==> src/rtl/controlador_escritura_rtc.sv <==
// Write sequencer for the RTC multiplexed AD bus: address phase then data phase,
// each with setup / strobe / hold of T_FASE cycles, followed by a one-cycle listo.
module controlador_escritura_rtc #(
  parameter int T_FASE = 5
) (
  input  logic       clk,
  input  logic       rst,
  input  logic       arranque,
  input  logic [7:0] direccion,
  input  logic [7:0] dato,
  output logic [7:0] ad_out,
  output logic       ad_oe,
  output logic       cs_n,
  output logic       a_d,
  output logic       wr_n,
  output logic       rd_n,
  output logic       ocupado,
  output logic       listo
);

  localparam int CW = $clog2(T_FASE + 1);
  localparam logic [CW-1:0] CNT_LAST = CW'(T_FASE - 1);

  typedef enum logic [2:0] {
    IDLE, DIR_SETUP, DIR_WR, DIR_HOLD, DAT_SETUP, DAT_WR, DAT_HOLD, DONE
  } state_t;

  state_t        state, state_next;
  logic [CW-1:0] cnt, cnt_next;
  logic          armado, armado_next;
  logic          capture;
  logic [7:0]    dir_q, dat_q;
  logic [7:0]    addr_src;

  logic [7:0] ad_out_next;
  logic       ad_oe_next, cs_n_next, a_d_next, wr_n_next, ocupado_next, listo_next;

  // Request/complete handshake: arranque is a level request accepted in IDLE only
  // when armado is set (request seen low since the last write); listo pulses once
  // at completion and is expected to clear the request register.
  always_comb begin
    state_next  = state;
    cnt_next    = cnt;
    armado_next = armado;
    capture     = 1'b0;
    case (state)
      IDLE: begin
        cnt_next = '0;
        if (arranque && armado) begin
          capture     = 1'b1;
          armado_next = 1'b0;
          state_next  = DIR_SETUP;
        end else if (!arranque) begin
          armado_next = 1'b1;
        end
      end
      DONE: begin
        cnt_next   = '0;
        state_next = IDLE;
      end
      default: begin
        if (cnt == CNT_LAST) begin
          cnt_next = '0;
          case (state)
            DIR_SETUP: state_next = DIR_WR;
            DIR_WR:    state_next = DIR_HOLD;
            DIR_HOLD:  state_next = DAT_SETUP;
            DAT_SETUP: state_next = DAT_WR;
            DAT_WR:    state_next = DAT_HOLD;
            default:   state_next = DONE;
          endcase
        end else begin
          cnt_next = cnt + 1'b1;
        end
      end
    endcase
  end

  // Outputs are decoded from the next state and registered, so the bus follows
  // the state with no input-to-output path; the address is taken straight from
  // the input on the capture edge, when dir_q is being loaded at the same time.
  assign addr_src = capture ? direccion : dir_q;

  always_comb begin
    ad_out_next  = 8'h00;
    ad_oe_next   = 1'b0;
    cs_n_next    = 1'b1;
    a_d_next     = 1'b1;
    wr_n_next    = 1'b1;
    ocupado_next = 1'b0;
    listo_next   = 1'b0;
    case (state_next)
      DIR_SETUP, DIR_WR, DIR_HOLD: begin
        ad_out_next  = addr_src;
        ad_oe_next   = 1'b1;
        cs_n_next    = 1'b0;
        a_d_next     = 1'b0;
        wr_n_next    = (state_next != DIR_WR);
        ocupado_next = 1'b1;
      end
      DAT_SETUP, DAT_WR, DAT_HOLD: begin
        ad_out_next  = dat_q;
        ad_oe_next   = 1'b1;
        cs_n_next    = 1'b0;
        a_d_next     = 1'b1;
        wr_n_next    = (state_next != DAT_WR);
        ocupado_next = 1'b1;
      end
      DONE: begin
        ocupado_next = 1'b1;
        listo_next   = 1'b1;
      end
      default: ;
    endcase
  end

  always_ff @(posedge clk or posedge rst) begin
    if (rst) begin
      state   <= IDLE;
      cnt     <= '0;
      armado  <= 1'b1;
      dir_q   <= 8'h00;
      dat_q   <= 8'h00;
      ad_out  <= 8'h00;
      ad_oe   <= 1'b0;
      cs_n    <= 1'b1;
      a_d     <= 1'b1;
      wr_n    <= 1'b1;
      ocupado <= 1'b0;
      listo   <= 1'b0;
    end else begin
      state   <= state_next;
      cnt     <= cnt_next;
      armado  <= armado_next;
      if (capture) begin
        dir_q <= direccion;
        dat_q <= dato;
      end
      ad_out  <= ad_out_next;
      ad_oe   <= ad_oe_next;
      cs_n    <= cs_n_next;
      a_d     <= a_d_next;
      wr_n    <= wr_n_next;
      ocupado <= ocupado_next;
      listo   <= listo_next;
    end
  end

  // Write-only block: the read strobe is permanently inactive.
  assign rd_n = 1'b1;

endmodule

==> config.mk <==
export PLATFORM = sky130hd
export DESIGN_NAME = controlador_escritura_rtc
export DESIGN_NICKNAME = d
export VERILOG_FILES = /design/src/rtl/controlador_escritura_rtc.sv
export SDC_FILE = /design/constraint.sdc
export NUM_CORES = 1
export LEC_CHECK = 0
export CAP_MARGIN = 25
export CORE_AREA = 3 3 72 57
export DETAILED_ROUTE_END_ITERATION = 10
export DIE_AREA = 0 0 75 60
export GPL_ROUTABILITY_DRIVEN = 0
export HOLD_SLACK_MARGIN = 0.08
export PLACE_DENSITY = 0.7
export SLEW_MARGIN = 15
export SYNTH_ARGS = -nofsm -noshare
export SYNTH_HDL_FRONTEND = slang
export SYNTH_SLANG_ARGS = --single-unit
==> constraint.sdc <==
create_clock -name clk -period 5.35 [get_ports clk]
set_clock_uncertainty 0.1 [all_clocks]
set_input_delay 1.07 -clock clk [delete_from_list [all_inputs] [get_ports clk]]
set_output_delay 1.07 -clock clk [all_outputs]
set_load 0.02 [all_outputs]
## After elaboration in Yosys (flattened, before gate mapping)

Index checks and enable logic that the tools add are counted.

| cells by class | value |
|---|---|
| muxes and demuxes | 18 |
| $add $sub $neg | 1 |
| reduce and logical (&&, ||, !) cells | 8 |
| eq/ne operators | 17 |

Operators with widths:

| kind | count |
|---|---|
| 3-bit == test (second input constant) | 8 |
| 8-bit one-hot mux with 2 select lines | 1 |
| 3-bit one-hot mux with 5 select lines | 1 |
| 3-bit by 2-bit == test with 1-bit output (second input constant) | 4 |
| 3-bit 2-to-1 mux | 4 |
| 1-bit 2-to-1 mux | 9 |
| 8-bit 2-to-1 mux | 1 |
| 7-bit OR reduction | 1 |
| 3-bit by 1-bit == test with 1-bit output (second input constant) | 2 |
| 3-bit one-hot mux with 2 select lines | 1 |
| 3-bit OR reduction | 2 |
| 6-bit OR reduction | 1 |
| 3-bit by 1-bit adder with 3-bit output (second input constant) | 1 |
| 3-bit logical NOT | 1 |
| 3-bit by 2-bit != test with 1-bit output (second input constant) | 1 |
| 3-bit != test (second input constant) | 1 |
| 2-bit by 1-bit != test with 1-bit output (second input constant) | 1 |
| 1-bit one-hot mux with 2 select lines | 1 |
| 2-bit AND reduction | 1 |
| 2-bit OR reduction | 1 |
| 1-bit logical AND | 1 |

| storage, ports and cells | value |
|---|---|
| output and inout port bits | 15 |
| word-level logic and storage cells | 56 |
| bits of input ports | 19 |
| register bits after elaboration | 37 |

## Depth between registers and ports, before layout

Gate-level depths: netlist of run 1.

| logic depth | value |
|---|---|
| depth in word-level cells | 7 |
| depth in mapped cells | 6 |
| gate-level depth less buffers | 6 |

## Worst setup path before layout of run 1

No wires, ideal clock.

| path | value |
|---|---|
| kind | input to register |
| from | in arranque |
| to | reg ad_out[1] |
| buffers on the path | 1 |
| arrival time | 1.913 ns |
| setup time | 0.122 ns |
| data required time | 5.128 ns |
| stages on the path | 4 |
| setup slack | 3.216 ns |
| cell sequence | and3_1 -> buf_6 -> mux2_4 -> a32o_1 |

| between the ends | value |
|---|---|
| elaborated cells on any way between the ends | 15 |
| classes of those cells | eq/ne (6); mux (6); reduce/logical (3) |

RTL lines:

| element | line | RTL |
|---|---|---|
| start, declared | 8 | `input logic arranque,` |
| 1-bit logical AND | 49 | `if (arranque && armado) begin` |
| 1-bit 2-to-1 mux | 49 |  |
| 1-bit 2-to-1 mux | 46 | `case (state)` |
| 8-bit 2-to-1 mux | -- |  |
| net addr_src[1] | 33 | `logic [7:0] addr_src;` |
| 8-bit one-hot mux with 2 select lines | 92 | `case (state_next)` |
| net ad_out_next[1] | 35 | `logic [7:0] ad_out_next;` |
| end signal, assigned | 139 | `ad_out <= ad_out_next;` |
| end, declared | 11 | `output logic [7:0] ad_out,` |

The timed path passes the listed nets, and every way through them passes these cells.
A chain may end at the register's enable or synchronous reset.

## Final worst setup path of run 1

Same ends and word-level chain as after synthesis.

==> metrics.yaml, run 1 <==
status: "complete, no violations"
cts_tree: "yes"
hold_path_end: "cnt[0]"
period_needed_ns: 2.95
vias_per_cell: 5.16
worstHoldStart: "cnt[0]"
postCtsSetupRepairBufs: 0
fillCellCount: 277
die_w_um: 75
cts_resized: 0
drive_above_1_share: 0.147
nets: 170
hold_violations: 0
rr_startpoint: "state[0]"
end_kind: "register"
synth_fp_nets: 137
power.density_nw_per_um2: 602
ioPinCount: 34
synth_top_cell_by_area: "dfrtp_1"
ys_seq_area_frac: 0.610
antenna_found_initial: 0
track_usage: 0.141
totalWireLength_um: 2750
worstMarginPinSlew_ns: 0.968
synth_cell_types: 30
vias: 981
final.period_utilization: 0.551
fmaxAchievable_mhz: 339
crit_fanout: 18
drtIter0Drc: 56
min_path_cells: 1
synth_top_area_share: 0.541
syn_to_final_growth_pct: 27.3
core-area_um2: 3360
reg2reg_setup_slack_ns: 2.84
syn_area_per_cell_um2: 13.1
r2r-end: "ad_out[1]"
r2r.worst_path.cells: 4
crit_required_ns: 5.42
hold_class: "reg -> reg"
grt.overflow.total: 0
die_area_um2: 4500
cts_buffers: 5
drc: 0
drv_slew: 0
clockRootBuffer: "clkbuf_8"
setup_violations: 0
hold_buffers: 0
syn_area_um2: 1530
grt_pass1_wl_um: 4710
cp.arrival_ns: 3.01
wl_per_cell_um: 14.5
htreeDepth: 2
fin_setup_tns_ns: 0
synth-seq-cells: 37
io_buffers: 32
initial_core_util: 0.455
cellLeakagePower_nw: 0.832
post-route-util: 0.579
syn_inst: 116
worst-setup-path-type: "in -> reg"
rows: 18
antenna_left: 0
path_clk_slew_ns: 0.07
insertion_delay_ns: 0.28
synth_area_leaders: "dfrtp_1, mux2_4, dfstp_2"
drv_cap: 0
firstDrtPassIters: 4
cts_buffer_depth: 2
synth_warnings: 0
start_kind: "input pin"
place_hpwl_um: 1970
grt_setup_unrepaired: "no"
grt_pass1_vias: 980
grt_max_degree: 38
diodes: 0
cts_sinks: 37
dieHeight_um: 60
ir_drop_uv: 297
slew_headroom: 0.355
[cell usage after synthesis]
cell type	instances
xnor2_1	1
nor3_2	1
mux2_4	8
o21ai_1	5
nor3b_1	1
nand2b_1	2
o21a_1	1
nand2_1	7
mux2_1	8
a21oi_1	3
inv_1	5
a311o_1	1
inv_2	1
ha_1	2
o21ai_0	3
conb_1	1
nor2_1	5
dfrtp_1	33
buf_6	1
nor3_1	3
nand3_1	2
a211oi_1	1
buf_2	2
clkbuf_1	2
dfstp_2	4
and3_1	1
and2_1	1
buf_4	2
a32o_1	8
or4_1	1
[where the power goes]
group          switching [mW]  internal (mW)  leakage (nW)
clock                  0.0884         0.0901        0.0450
combinational           0.230          0.259         0.345
sequential             0.0804          0.421         0.442
total                   0.399          0.771         0.832
[per-layer routing]
layer | global-route usage | routed length, um
met5 | 0 | 0
met4 | 0.0533 | 36
met3 | 0.0420 | 117
met2 | 0.218 | 1300
met1 | 0.185 | 1290
[metrics by stage]
stage | hold WS (ns) | power, mW | std cells | setup slack (ns) | instance area, um2
3_5_place_dp | 0.375 | 1.00 | 182 | 2.08 | 1860
2_1_floorplan | 0.343 | 0.843 | 116 | 3.22 | 1530
6_report | 0.381 | 1.17 | 190 | 2.40 | 1940
3_3_place_gp | 0.356 | 0.979 | 182 | 2.14 | 1860
4_1_cts | 0.385 | 1.19 | 190 | 2.39 | 1940
5_1_grt | 0.410 | 1.26 | 190 | 2.34 | 1940
[cell families after synthesis]
| family | count (synthesis) | share of synthesized area |
|---|---|---|
| AO/OA/AOI/OAI | 22 | 0.105 |
| XOR/XNOR | 1 | 0.00574 |
| adder cells (fa/ha/maj) | 2 | 0.0164 |
| buffers and inverters | 13 | 0.0435 |
| flip-flops | 37 | 0.610 |
| multiplexers | 16 | 0.138 |
| other | 1 | 0.00246 |
| AND/OR/NAND/NOR | 24 | 0.0788 |
[critical path, stage by stage]
cell             delay [ns]
clkdlybuf4s50_1        0.49
and3_1                 0.81
mux2_4                 0.37
a32o_1                 0.26
[worst max-delay path by stage]
| stage | from | endpoint |
|---|---|---|
| after floorplan | arranque | ad_out[1] |
| after global placement | arranque | ad_out[4] |
| after detailed placement | arranque | ad_out[1] |
| after CTS | arranque | ad_out[4] |
| after global routing | arranque | ad_out[1] |
| final | arranque | ad_out[1] |
[state kept, by name, summed over array words and instances, names as in the netlist]
signal / cells
dir_q: 8
listo: 1
dat_q: 8
armado: 1
ad_out: 8
ocupado: 1
wr_n: 1
cnt: 3
a_d: 1
state: 3
cs_n: 1
ad_oe: 1
[cell type report]
cell class              count  area (um2)  share of cell area
flip-flops and latches     37         931               0.479
multi-input cells          66         528               0.272
repair buffers             33         328               0.169
clock buffers               6        72.6              0.0374
well taps                  40        50.0              0.0258
inverters                   6        22.5              0.0116
clock inverters             2        10.0             0.00515
[placed cells by master, fill, tap and decap left out, types with 2 or more instances in the layout]
| cell | n |
|---|---|
| o21ai_0 | 3 |
| nand2_1 | 7 |
| nand2b_1 | 2 |
| a32o_1 | 8 |
| o21ai_1 | 5 |
| mux2_1 | 8 |
| clkbuf_8 | 5 |
| a21oi_1 | 3 |
| inv_1 | 5 |
| nor2_1 | 5 |
| ha_1 | 2 |
| clkinv_2 | 2 |
| dfrtp_1 | 33 |
| dfstp_2 | 4 |
| nand3_1 | 2 |
| mux2_4 | 8 |
| nor3_1 | 3 |
| clkdlybuf4s50_1 | 32 |
(Power assumes the default switching activity.)
==> inputs of run 2 (changes only) <==
- PLACE_DENSITY: 0.7 -> 0.73
- clock period: 5.35 -> 2.55 ns (I/O delays scaled with it)
==> run 2 against run 1 <==
  * Sequential share of layout area shrank 0.67 points
  * Worst hold slack got worse by 0.0017 ns
  * Cell count rose by 1.1%
  * Setup slack worse by 1.9 ns
  * Wire length is 6.4% higher
  * Register-to-register slack worse by 2.4 ns
  * Clock power up 120%
  * First-iteration DRC count rose by 110%
  * Critical endpoint is now ad_out[2]
==> metrics.yaml, run 2 (same netlist as run 1, synthesis figures left out) <==
grt_pass1_wl_um: 4730  # was 4710 um
ioPinCount: 34  # unchanged
final.period_utilization: 0.809
drive_above_1_share: 0.158  # was 0.147
antenna_found_initial: 0  # unchanged
antenna_left: 0  # unchanged
fillCellCount: 284  # was 277
cts_buffers: 5  # unchanged
placedCellCount: 184  # was 182
die_area_um2: 4500  # unchanged
placed_cell_area_um2: 1890  # was 1860 um2
start_kind: "register"  # was input pin
initial_core_util: 0.455  # unchanged
hold_violations: 0  # unchanged
multi_input_area_um2: 528  # unchanged
fin_setup_tns_ns: 0  # unchanged
place_ws_ns: 0.337  # was 2.08 ns
ff_latch_area_um2: 931  # unchanged
fmaxAchievable_mhz: 485
grt_setup_unrepaired: "no"  # unchanged
die_w_um: 75  # unchanged
rows: 18  # unchanged
setup_violations: 0  # unchanged
htreeDepth: 2  # unchanged
cellLeakagePower_nw: 0.845  # was 0.832 nW
place_hpwl_um: 1960  # was 1970 um
worstMarginPinSlew_ns: 0.757  # was 0.968 ns
cts_resized: 0  # unchanged
slew_headroom: 0.494  # was 0.355
grt_pass1_vias: 1008  # was 980
stdcell_count: 192  # was 190
vias: 982  # was 981
hold_class: "reg -> reg"  # unchanged
core-area_um2: 3360  # unchanged
postCtsSetupRepairBufs: 0  # unchanged
drv_cap: 0  # unchanged
crit_required_ns: 2.62  # was 5.42 ns
clockRootBuffer: "clkbuf_8"  # unchanged
grt.overflow.total: 0  # unchanged
totalWireLength_um: 2920  # was 2750 um
period_needed_ns: 2.06
timing.final.ws_setup_ns: 0.486  # was 2.40 ns
top_regs: "ad_out (8), dat_q (8), dir_q (8)"  # unchanged
final_cell_mix: "dfrtp_1, clkdlybuf4s50_1, mux2_1, mux2_4, a32o_1"  # unchanged
final_common_cell: "dfrtp_1"  # unchanged
cts_sinks: 37  # unchanged
status: "complete, no violations"  # unchanged
grt_max_degree: 38  # unchanged
nets: 172  # was 170
end_kind: "register"  # unchanged
fin_area_um2: 1970  # was 1940 um2
drv_slew: 0  # unchanged
cts_buffer_depth: 2  # unchanged
track_usage: 0.145  # was 0.141
vias_per_cell: 5.11  # was 5.16
cts_tree: "yes"  # unchanged
insertion_delay_ns: 0.29  # was 0.28 ns
crit_fanout: 18  # unchanged
path_clk_slew_ns: 0.07  # about the same
syn_to_final_growth_pct: 29.1  # was 27.3%
dieHeight_um: 60  # unchanged
drtIter0Drc: 120  # was 56
io_buffers: 32  # unchanged
worst-setup-path-type: "reg -> reg"  # was in -> reg
diodes: 0  # unchanged
ir_drop_uv: 730  # was 297 uV
cp.arrival_ns: 2.13  # was 3.01 ns
firstDrtPassIters: 4  # unchanged
wl_per_cell_um: 15.2  # was 14.5 um
power.density_nw_per_um2: 1270  # was 602 nW/um2
hold_buffers: 0  # unchanged
drc: 0  # unchanged
## run 2: cell count changes in the layout (fill, tap and decap cells not counted), sizes merged
cell,delta
buf,+2
## run 2: final cells by class
cell class,count,area share
sequential,37,0.473
multi-input combinational,66,0.268
timing repair buffer,35,0.180
clock buffer,6,0.0368
tap,40,0.0254
inverter,6,0.0114
clock inverter,2,0.00508
## run 2: power breakdown
| part | switching [mW] | internal (mW) | total [mW] |
|---|---|---|---|
| Combinational | 0.492 | 0.560 | 1.05 |
| Clock | 0.194 | 0.189 | 0.383 |
| Sequential | 0.181 | 0.884 | 1.07 |
## run 2: stage by stage
step | utilization | hold slack, ns | power (mW)
2_1_floorplan | - | 0.343 | 1.77
3_3_place_gp | 0.562 | 0.360 | 2.08
3_5_place_dp | 0.562 | 0.364 | 2.13
4_1_cts | 0.587 | 0.374 | 2.53
5_1_grt | 0.587 | 0.405 | 2.67
6_report | 0.587 | 0.379 | 2.50
## run 2: final timing paths
path                          start   endpoint  slack (ns)  cells past startpoint
setup reg to reg           state[0]  ad_out[2]        0.49                      5
setup / recovery           state[0]  ad_out[2]        0.49                      5
hold reg to reg              cnt[0]     cnt[0]        0.38                      1
min in group asynchronous       rst     cnt[2]        0.54                      3
hold / removal               cnt[0]     cnt[0]        0.38                      1
max in group asynchronous       rst     armado        1.47                      3
## run 2: layer usage
layer | GRT usage | part of all wire | vias to the layer above
met5 | 0 | 0 | -
met4 | 0.0533 | 0.015 | 0
met3 | 0.0504 | 0.061 | 4
met2 | 0.217 | 0.44 | 29
met1 | 0.193 | 0.49 | 474
li1 | - | - | 475
## run 2: worst max-delay path, stage by stage, from the launching register on
cell and delay, ns:
dfrtp_1 0.53, nor3_2 0.29, and3_1 0.24, buf_12 0.18, mux2_4 0.33, a32o_1 0.26
==> inputs of run 3 (changes only) <==
- clock period: 2.55 -> 1.8 ns (I/O delays scaled with it)
==> run 3 against run 2 <==
  * Die area did not move
  * Clock-buffer cell count rose by 1
  * Clock power rose by 66%
  * Critical endpoint is now ad_out[0]
==> metrics.yaml, run 3 (same netlist as run 1, synthesis figures left out) <==
vias: 1049  # was 982
stdcell_count: 203  # was 192
io_buffers: 32  # unchanged
placedCellCount: 194  # was 184
top_regs: "ad_out (8), dat_q (8), dir_q (8)"  # unchanged
initial_core_util: 0.455  # unchanged
crit_required_ns: 1.87  # was 2.62 ns
worstMarginPinSlew_ns: 0.721  # was 0.757 ns
start_kind: "register"  # unchanged
worst-setup-path-type: "reg -> reg"  # unchanged
antenna_found_initial: 0  # unchanged
diodes: 0  # unchanged
power.density_nw_per_um2: 1800  # was 1270 nW/um2
drv_cap: 0  # unchanged
dieHeight_um: 60  # unchanged
drv_slew: 0  # unchanged
crit_fanout: 8  # was 18
cts_buffer_depth: 2  # unchanged
cts_tree: "yes"  # unchanged
final_common_cell: "dfrtp_1"  # unchanged
max_stage_delay_ns: 0.40  # was 0.53 ns
worstPathCellList: "nor3_2 > and3_4 > buf_12 > mux2_4 > a32o_1"  # was nor3_2 > and3_1 > buf_12 > mux2_4 > a32o_1
totalWireLength_um: 3150  # was 2920 um
die_area_um2: 4500  # unchanged
grt_setup_unrepaired: "yes"  # was no
cts_sinks: 37  # unchanged
final_cell_mix: "dfrtp_1, clkdlybuf4s50_1, buf_4"  # was dfrtp_1, clkdlybuf4s50_1, mux2_1, mux2_4, a32o_1
ioPinCount: 34  # unchanged
timing.hold.ws_ns: 0.326  # was 0.379 ns
cp.arrival_ns: 1.85  # was 2.13 ns
post-route-util: 0.628  # was 0.587
antenna_left: 0  # unchanged
path_clk_slew_ns: 0.07  # about the same
firstDrtPassIters: 4  # unchanged
vias_per_cell: 5.17  # was 5.11
r2r.worst_path.cells: 5  # unchanged
period_needed_ns: 1.78  # was 2.06 ns
place_hpwl_um: 2060  # was 1960 um
clockRootBuffer: "clkbuf_8"  # unchanged
hold_buffers: 0  # unchanged
syn_to_final_growth_pct: 38.1  # was 29.1%
ir_drop_uv: 829  # was 730 uV
status: "complete, no violations"  # unchanged
slowest_stage: "dfrtp_1"  # unchanged
postCtsSetupRepairBufs: 0  # unchanged
grt.overflow.total: 0  # unchanged
end_kind: "register"  # unchanged
wl_per_cell_um: 15.5  # was 15.2 um
grt_pass1_vias: 1044  # was 1008
cts_buffers: 5  # unchanged
fmaxAchievable_mhz: 563  # was 485 MHz
nets: 183  # was 172
insertion_delay_ns: 0.29  # about the same
cellLeakagePower_nw: 0.927  # was 0.845 nW
drtIter0Drc: 62  # was 120
slew_headroom: 0.518  # was 0.494
drc: 0  # unchanged
hold_violations: 0  # unchanged
grt_pass1_wl_um: 4930  # was 4730 um
drive_above_1_share: 0.233  # was 0.158
htreeDepth: 2  # unchanged
rows: 18  # unchanged
die_w_um: 75  # unchanged
hold_class: "in -> async"  # was reg -> reg
setup_violations: 0  # unchanged
core-area_um2: 3360  # unchanged
final.period_utilization: 0.987  # was 0.809
grt_max_degree: 38  # unchanged
track_usage: 0.154  # was 0.145
==> run 3: cell types whose count changed in the layout (fill, tap and decap cells not counted), sizes merged <==
cell and delta:
buf +10, clkbuf +2, clkdlybuf4s50 -3, clkinv -1, dlygate4sd2 +3
==> run 3: critical path: cells and delay by family, from the launching register on <==
family,cells,cell delay [ns]
simple gates,2,0.49
flops,1,0.40
mux,1,0.30
compound gates,1,0.22
buf+inv,1,0.15
==> run 3: final cells by class <==
| type | instances | area (um2) |
|---|---|---|
| inverter | 6 | 22.5 |
| fill | 250 | 1250 |
| timing repair buffer | 46 | 464 |
| clock inverter | 1 | 5.00 |
| sequential | 37 | 931 |
| clock buffer | 7 | 96.3 |
| tap | 40 | 50.0 |
| multi-input combinational | 66 | 537 |
==> run 3: metal layers <==
metal	GRT usage	vias up	part of all wire	wire length, um
met1	0.207	514	0.46	1450
li1	-	495	-	-
met5	0	-	0	0
met3	0.0504	8	0.057	178
met4	0.0736	0	0.013	42
met2	0.223	32	0.47	1480
==> run 3: through the flow <==
stage | cell area [um2] | TNS [ns] | total power, mW | worst slack (ns)
floorplan | 1530 | 0 | 2.51 | 0.0873
global placement | 1970 | -1.94 | 3.07 | -0.205
detailed placement | 1970 | -2.73 | 3.14 | -0.276
CTS | 2080 | 0 | 3.80 | 0.00828
global route | 2110 | -0.237 | 4.03 | -0.0421
finish | 2110 | 0 | 3.78 | 0.0227
==> run 3: worst paths after layout <==
check	start	endpoint	slack, ns
max in group asynchronous	rst	a_d	1.03
worst min-delay path	rst	ad_out[3]	0.33
worst max-delay path	state[2]	ad_out[0]	0.02
min in group clk	cnt[0]	cnt[0]	0.38
worst min register to register	cnt[0]	cnt[0]	0.38
worst max register to register	state[2]	ad_out[0]	0.02
==> run 3: report_power, final <==
part | switching [mW] | total, mW | internal, mW
sequential | 0.165 | 1.42 | 1.26
clock | 0.288 | 0.634 | 0.346
combinational | 0.828 | 1.73 | 0.902
total | 1.28 | 3.78 | 2.50
==> run 3: what timing repair did <==
| item | 4_1_cts | 5_1_grt |
|---|---|---|
| setup endpoints to repair | 11 | 8 |
| resized for setup | 5 | 0 |
| pin swaps | 0 | 9 |
| gates cloned | 0 | 1 |
